## config.mk

```make
export PLATFORM = sky130hd
export DESIGN_NAME = reg_load_sequencer
export DESIGN_NICKNAME = d
export VERILOG_FILES = /design/src/rtl/reg_load_sequencer.sv
export SDC_FILE = /design/constraint.sdc
export NUM_CORES = 1
export LEC_CHECK = 0
export ABC_AREA = 0
export CAP_MARGIN = 20
export CORE_AREA = 2 2 82 84
export CTS_BUF_LIST = sky130_fd_sc_hd__clkbuf_4 sky130_fd_sc_hd__clkbuf_8 sky130_fd_sc_hd__clkbuf_16
export CTS_CLUSTER_DIAMETER = 60
export DETAILED_ROUTE_END_ITERATION = 7
export DIE_AREA = 0 0 84 86
export GPL_TIMING_DRIVEN = 0
export PLACE_DENSITY = 0.71
export SLEW_MARGIN = 10
export SYNTH_ARGS = -nofsm -noshare
export SYNTH_HDL_FRONTEND = slang
export SYNTH_SLANG_ARGS = --single-unit
```

## constraint.sdc

```tcl
create_clock -name clk -period 3.7 [get_ports clk]
set_input_delay 0.74 -clock clk [delete_from_list [all_inputs] [get_ports clk]]
set_output_delay 0.74 -clock clk [all_outputs]
set_load 0.05 [all_outputs]
```

## src/rtl/reg_load_sequencer.sv

```systemverilog
// Reload sequencer for a bank of edge-loaded registers.
// Each pass takes one word from the random source per register, puts it on
// the shared data bus, then pulses that register's load strobe.
module reg_load_sequencer #(
    parameter int unsigned NUM_REGS  = 4,
    parameter int unsigned WIDTH     = 9,
    parameter int unsigned PERIOD    = 50_000_000,
    parameter int unsigned PULSE_LEN = 2
) (
    input  logic                clk,
    input  logic                rst,
    input  logic                start,
    input  logic                manual_req,
    input  logic [WIDTH:0]      rnd_in,
    input  logic                rnd_valid,
    output logic                rnd_ack,
    output logic [WIDTH:0]      data_out,
    output logic [NUM_REGS-1:0] load_en,
    output logic                busy,
    output logic                frame_done
);

    localparam int unsigned IDXW = (NUM_REGS > 1) ? $clog2(NUM_REGS) : 1;
    localparam int unsigned CNTW = $clog2(PERIOD);
    localparam int unsigned PLW  = (PULSE_LEN > 1) ? $clog2(PULSE_LEN) : 1;

    localparam logic [IDXW-1:0] LAST_IDX = IDXW'(NUM_REGS - 1);
    localparam logic [CNTW-1:0] LAST_CNT = CNTW'(PERIOD - 1);
    localparam logic [PLW-1:0]  LAST_PL  = PLW'(PULSE_LEN - 1);

    typedef enum logic [2:0] {
        S_IDLE,
        S_WAIT,
        S_SETUP,
        S_STROBE,
        S_HOLD,
        S_DONE
    } state_e;

    state_e          state_q, state_d;
    logic [CNTW-1:0] cnt_q, cnt_d;
    logic [IDXW-1:0] idx_q, idx_d;
    logic [PLW-1:0]  pl_q, pl_d;
    logic            pend_q, pend_d;
    logic [WIDTH:0]  data_q, data_d;

    // State and datapath registers; async reset clears everything including the bus.
    always_ff @(posedge clk or posedge rst) begin
        if (rst) begin
            state_q <= S_IDLE;
            cnt_q   <= '0;
            idx_q   <= '0;
            pl_q    <= '0;
            pend_q  <= 1'b0;
            data_q  <= '0;
        end else begin
            state_q <= state_d;
            cnt_q   <= cnt_d;
            idx_q   <= idx_d;
            pl_q    <= pl_d;
            pend_q  <= pend_d;
            data_q  <= data_d;
        end
    end

    // Next-state and output decode; strobes and status come straight from state.
    always_comb begin
        state_d    = state_q;
        cnt_d      = cnt_q;
        idx_d      = idx_q;
        pl_d       = pl_q;
        pend_d     = pend_q;
        data_d     = data_q;
        rnd_ack    = 1'b0;
        load_en    = '0;
        busy       = 1'b0;
        frame_done = 1'b0;

        case (state_q)
            S_IDLE: begin
                if (manual_req) begin
                    state_d = S_SETUP;
                end else if (start) begin
                    state_d = S_WAIT;
                    cnt_d   = '0;
                end
            end

            S_WAIT: begin
                if (manual_req) begin
                    state_d = S_SETUP;
                    cnt_d   = '0;
                end else if (!start) begin
                    state_d = S_IDLE;
                    cnt_d   = '0;
                end else if (cnt_q == LAST_CNT) begin
                    state_d = S_SETUP;
                    cnt_d   = '0;
                end else begin
                    cnt_d = cnt_q + 1'b1;
                end
            end

            S_SETUP: begin
                busy   = 1'b1;
                pend_d = pend_q | manual_req;
                if (rnd_valid) begin
                    rnd_ack = 1'b1;
                    data_d  = rnd_in;
                    pl_d    = '0;
                    state_d = S_STROBE;
                end
            end

            S_STROBE: begin
                busy           = 1'b1;
                pend_d         = pend_q | manual_req;
                load_en[idx_q] = 1'b1;
                if (pl_q == LAST_PL) begin
                    state_d = S_HOLD;
                end else begin
                    pl_d = pl_q + 1'b1;
                end
            end

            S_HOLD: begin
                busy   = 1'b1;
                pend_d = pend_q | manual_req;
                if (idx_q == LAST_IDX) begin
                    state_d = S_DONE;
                end else begin
                    idx_d   = idx_q + 1'b1;
                    state_d = S_SETUP;
                end
            end

            S_DONE: begin
                busy       = 1'b1;
                frame_done = 1'b1;
                idx_d      = '0;
                // A request landing in DONE itself counts as pending so it is not lost.
                if (pend_q || manual_req) begin
                    pend_d  = 1'b0;
                    state_d = S_SETUP;
                end else if (start) begin
                    state_d = S_WAIT;
                    cnt_d   = '0;
                end else begin
                    state_d = S_IDLE;
                end
            end

            default: state_d = S_IDLE;
        endcase
    end

    assign data_out = data_q;

endmodule

```

==> impl_metrics.yaml <==
status:
  status: "completed"
power_and_ir_drop:
  clkPwrFrac: 0.157
  p_per_area_nw_per_um2: 647.5
  switching_share: 0.4467
  max-vdd-ir-drop_mv: 0.4245
  totalPowerFinal_mw: 1.938
  seq_power_share: 0.337
  intPower_mw: 1.072
  switchingPower_mw: 0.8655
  leakage_nw: 1.211
  combPwrFrac: 0.506
final_layout:
  stdcell_area_sq_um: 2993
  fin_util: 0.4768
  drive_above_1_share: 0.1242
  antenna_cells: 0
  nets: 327
  areaGrowthSynthToFinish_pct: 20.69
  final-instance-count-excl-fill: 383
sta:
  fin_ws_ps: 279.4
  hold_ws_ps: 510.0
  slew_headroom: 0.5686
  rsz0062_at_grt: "no"
  period_share: 0.9245
  fmax_ghz: 0.2923
  drv_slew: 0
  finalSetupViolCount: 0
  fin_skew_ps: 8.016
  post-route-min-period_ps: 3421
  tightest_slew_ps: 641.2
  hold_viol: 0
  fin_tns_setup_ps: 0
floorplanning:
  pin_count: 32
  rows: 29
  start_util: 0.3951
  fp.dieArea_sq_um: 7224
  dieWidth_um: 84
  core_area_sq_um: 6277
  dieHeight_um: 86
synth:
  async_flop_share: 1.000
  synthTopCellsByArea: "dfrtp_1 43%, mux2_2 4.5%, nand3_1 4.2%"
  synth-edff-count: 0
  synth_area_per_cell_sq_um: 9.288
  ys_ff_latch: 43
  synthFlopType: "dfrtp_1"
  netlist_top_cells_count: "43 x dfrtp_1, 21 x nand2_1, 21 x nand3_1, 18 x nor2_1, 17 x inv_1"
  syn_inst: 267
  synth_most_common_cell: "dfrtp_1"
  synth_area_leader_cell: "dfrtp_1"
  synth.top_cell.area_share: 0.4339
  syn_nets: 288
  synth_area_sq_um: 2480
  yosysWarnings: 0
  ys_seq_area_frac: 0.4339
  ys_types: 49
grt:
  grt_usage: 0.1736
  grt_pass1_wl_um: 10150
  grt_pass1_vias: 2214
  grt_max_degree: 38
  grt_overflow_total: 0
  grt_use_met2: 0.2953
  gr-max-usage-layer: "met2"
  grt_util_met3: 0.03272
  globalRouteMet1Util: 0.2169
  antenna_found_initial: 0
cts:
  ctsLongestPathBuffers: 2
  insertion_delay_ps: 290
  clockRootBuffer: "clkbuf_8"
  cts_buffers: 5
  htreeDepth: 2
  cts_tree: "built"
  clkSlewWorstSetupHoldPaths_ps: 70
  cts_sinks: 43
drt:
  ant_nets: 0
  wire_per_inst_um: 15.17
  drc_errors: 0
  vias_per_cell: 5.762
  first_iter_violations: 127
  first_pass_iters: 4
  totalWireLength_um: 5810
  vias: 2207
worst_setup_path:
  required_ps: 2960
  worst-path-max-fanout: 10
  end_kind: "primary output"
  setup.worst_path.class: "in -> out"
  arrival_ps: 2680
  worst_setup_path_start_kind: "input port"
place:
  dp_cells: 376
  pre_cts_slack_ps: -46.85
  portBuffers: 31
  dp_hpwl_um: 4272
  gp_congestion: 0.8698
  place_area_sq_um: 2907
worst_hold_path:
  hold_path.class: "reg -> reg"
job:
  drv_cap: 0
-- logic make-up after synthesis --
group,after synthesis,share of synthesized area
AND/OR/NAND/NOR,114,0.2523
adder cells (fa/ha/maj),6,0.03027
buffers and inverters,27,0.05247
multiplexers,10,0.04541
XOR/XNOR,3,0.01060
flip-flops,43,0.4339
AO/OA/AOI/OAI,64,0.1751
-- flip-flops by register name, summed over array words and instances (netlist names) --
signal / flops
cnt_q: 26
data_out: 10
idx_q: 2
pend_q: 1
pl_q: 1
state_q: 3
-- power by group through the flow --
stage	logic, mW	clock network, mW	registers, mW
floorplan	0.504	0	0.844
CTS	0.989	0.310	0.655
detailed placement	0.990	0	0.664
finish	0.981	0.303	0.654
global placement	0.974	0	0.654
global route	1.06	0.334	0.672
-- final timing paths --
path                            depth (start not counted)  slack [ps]         from          end
worst max register to register                          7        1330   state_q[1]    cnt_q[12]
worst min register to register                          1         510  data_out[3]  data_out[3]
worst max-delay path                                    5         280    rnd_valid      rnd_ack
max in group asynchronous                               3        2610          rst    cnt_q[16]
min in group asynchronous                               2         650          rst  data_out[9]
worst min-delay path                                    1         510  data_out[3]  data_out[3]
-- cell usage in the layout (no fill, tap or decap), drive strengths merged, types with 6 or more instances in the layout --
cell	count
o21ai	18
ha	6
inv	17
nand2	21
clkdlybuf4s50	30
nor3	7
a21oi	14
nand3	21
and3	6
nor2	18
nor4	6
buf	7
or3	8
nand2b	6
clkbuf	10
mux2	10
a31oi	9
dfrtp	43
-- worst max-delay path, stage by stage --
cell,delay (ps)
clkdlybuf4s50_1,450
inv_1,40
nor4_1,420
clkbuf_1,440
dlygate4sd2_1,590
-- final cells by class --
type / count / area (sq um)
Multi-Input combinational cell: 197 / 1274
Clock buffer: 6 / 82.58
Sequential cell: 43 / 1076
Tap cell: 77 / 96.34
Buffer: 10 / 66.31
Inverter: 17 / 63.81
Fill cell: 598 / 3284
Clock inverter: 1 / 5.005
Timing Repair Buffer: 32 / 329.1
-- routing by layer --
layer,routed length (um),vias to the layer above
li1,-,1060
met1,2581,1087
met2,2923,54
met3,225,6
met4,80,0
met5,0,-
-- timing repair --
item                                    in CTS  in global routing
hold buffers                                 0                  0
endpoints found under the hold margin        0                  0
endpoints found under the setup margin       1                  0
gates resized for setup                      1                  0
setup buffers                                0                  0
(Power assumes the default switching activity.)
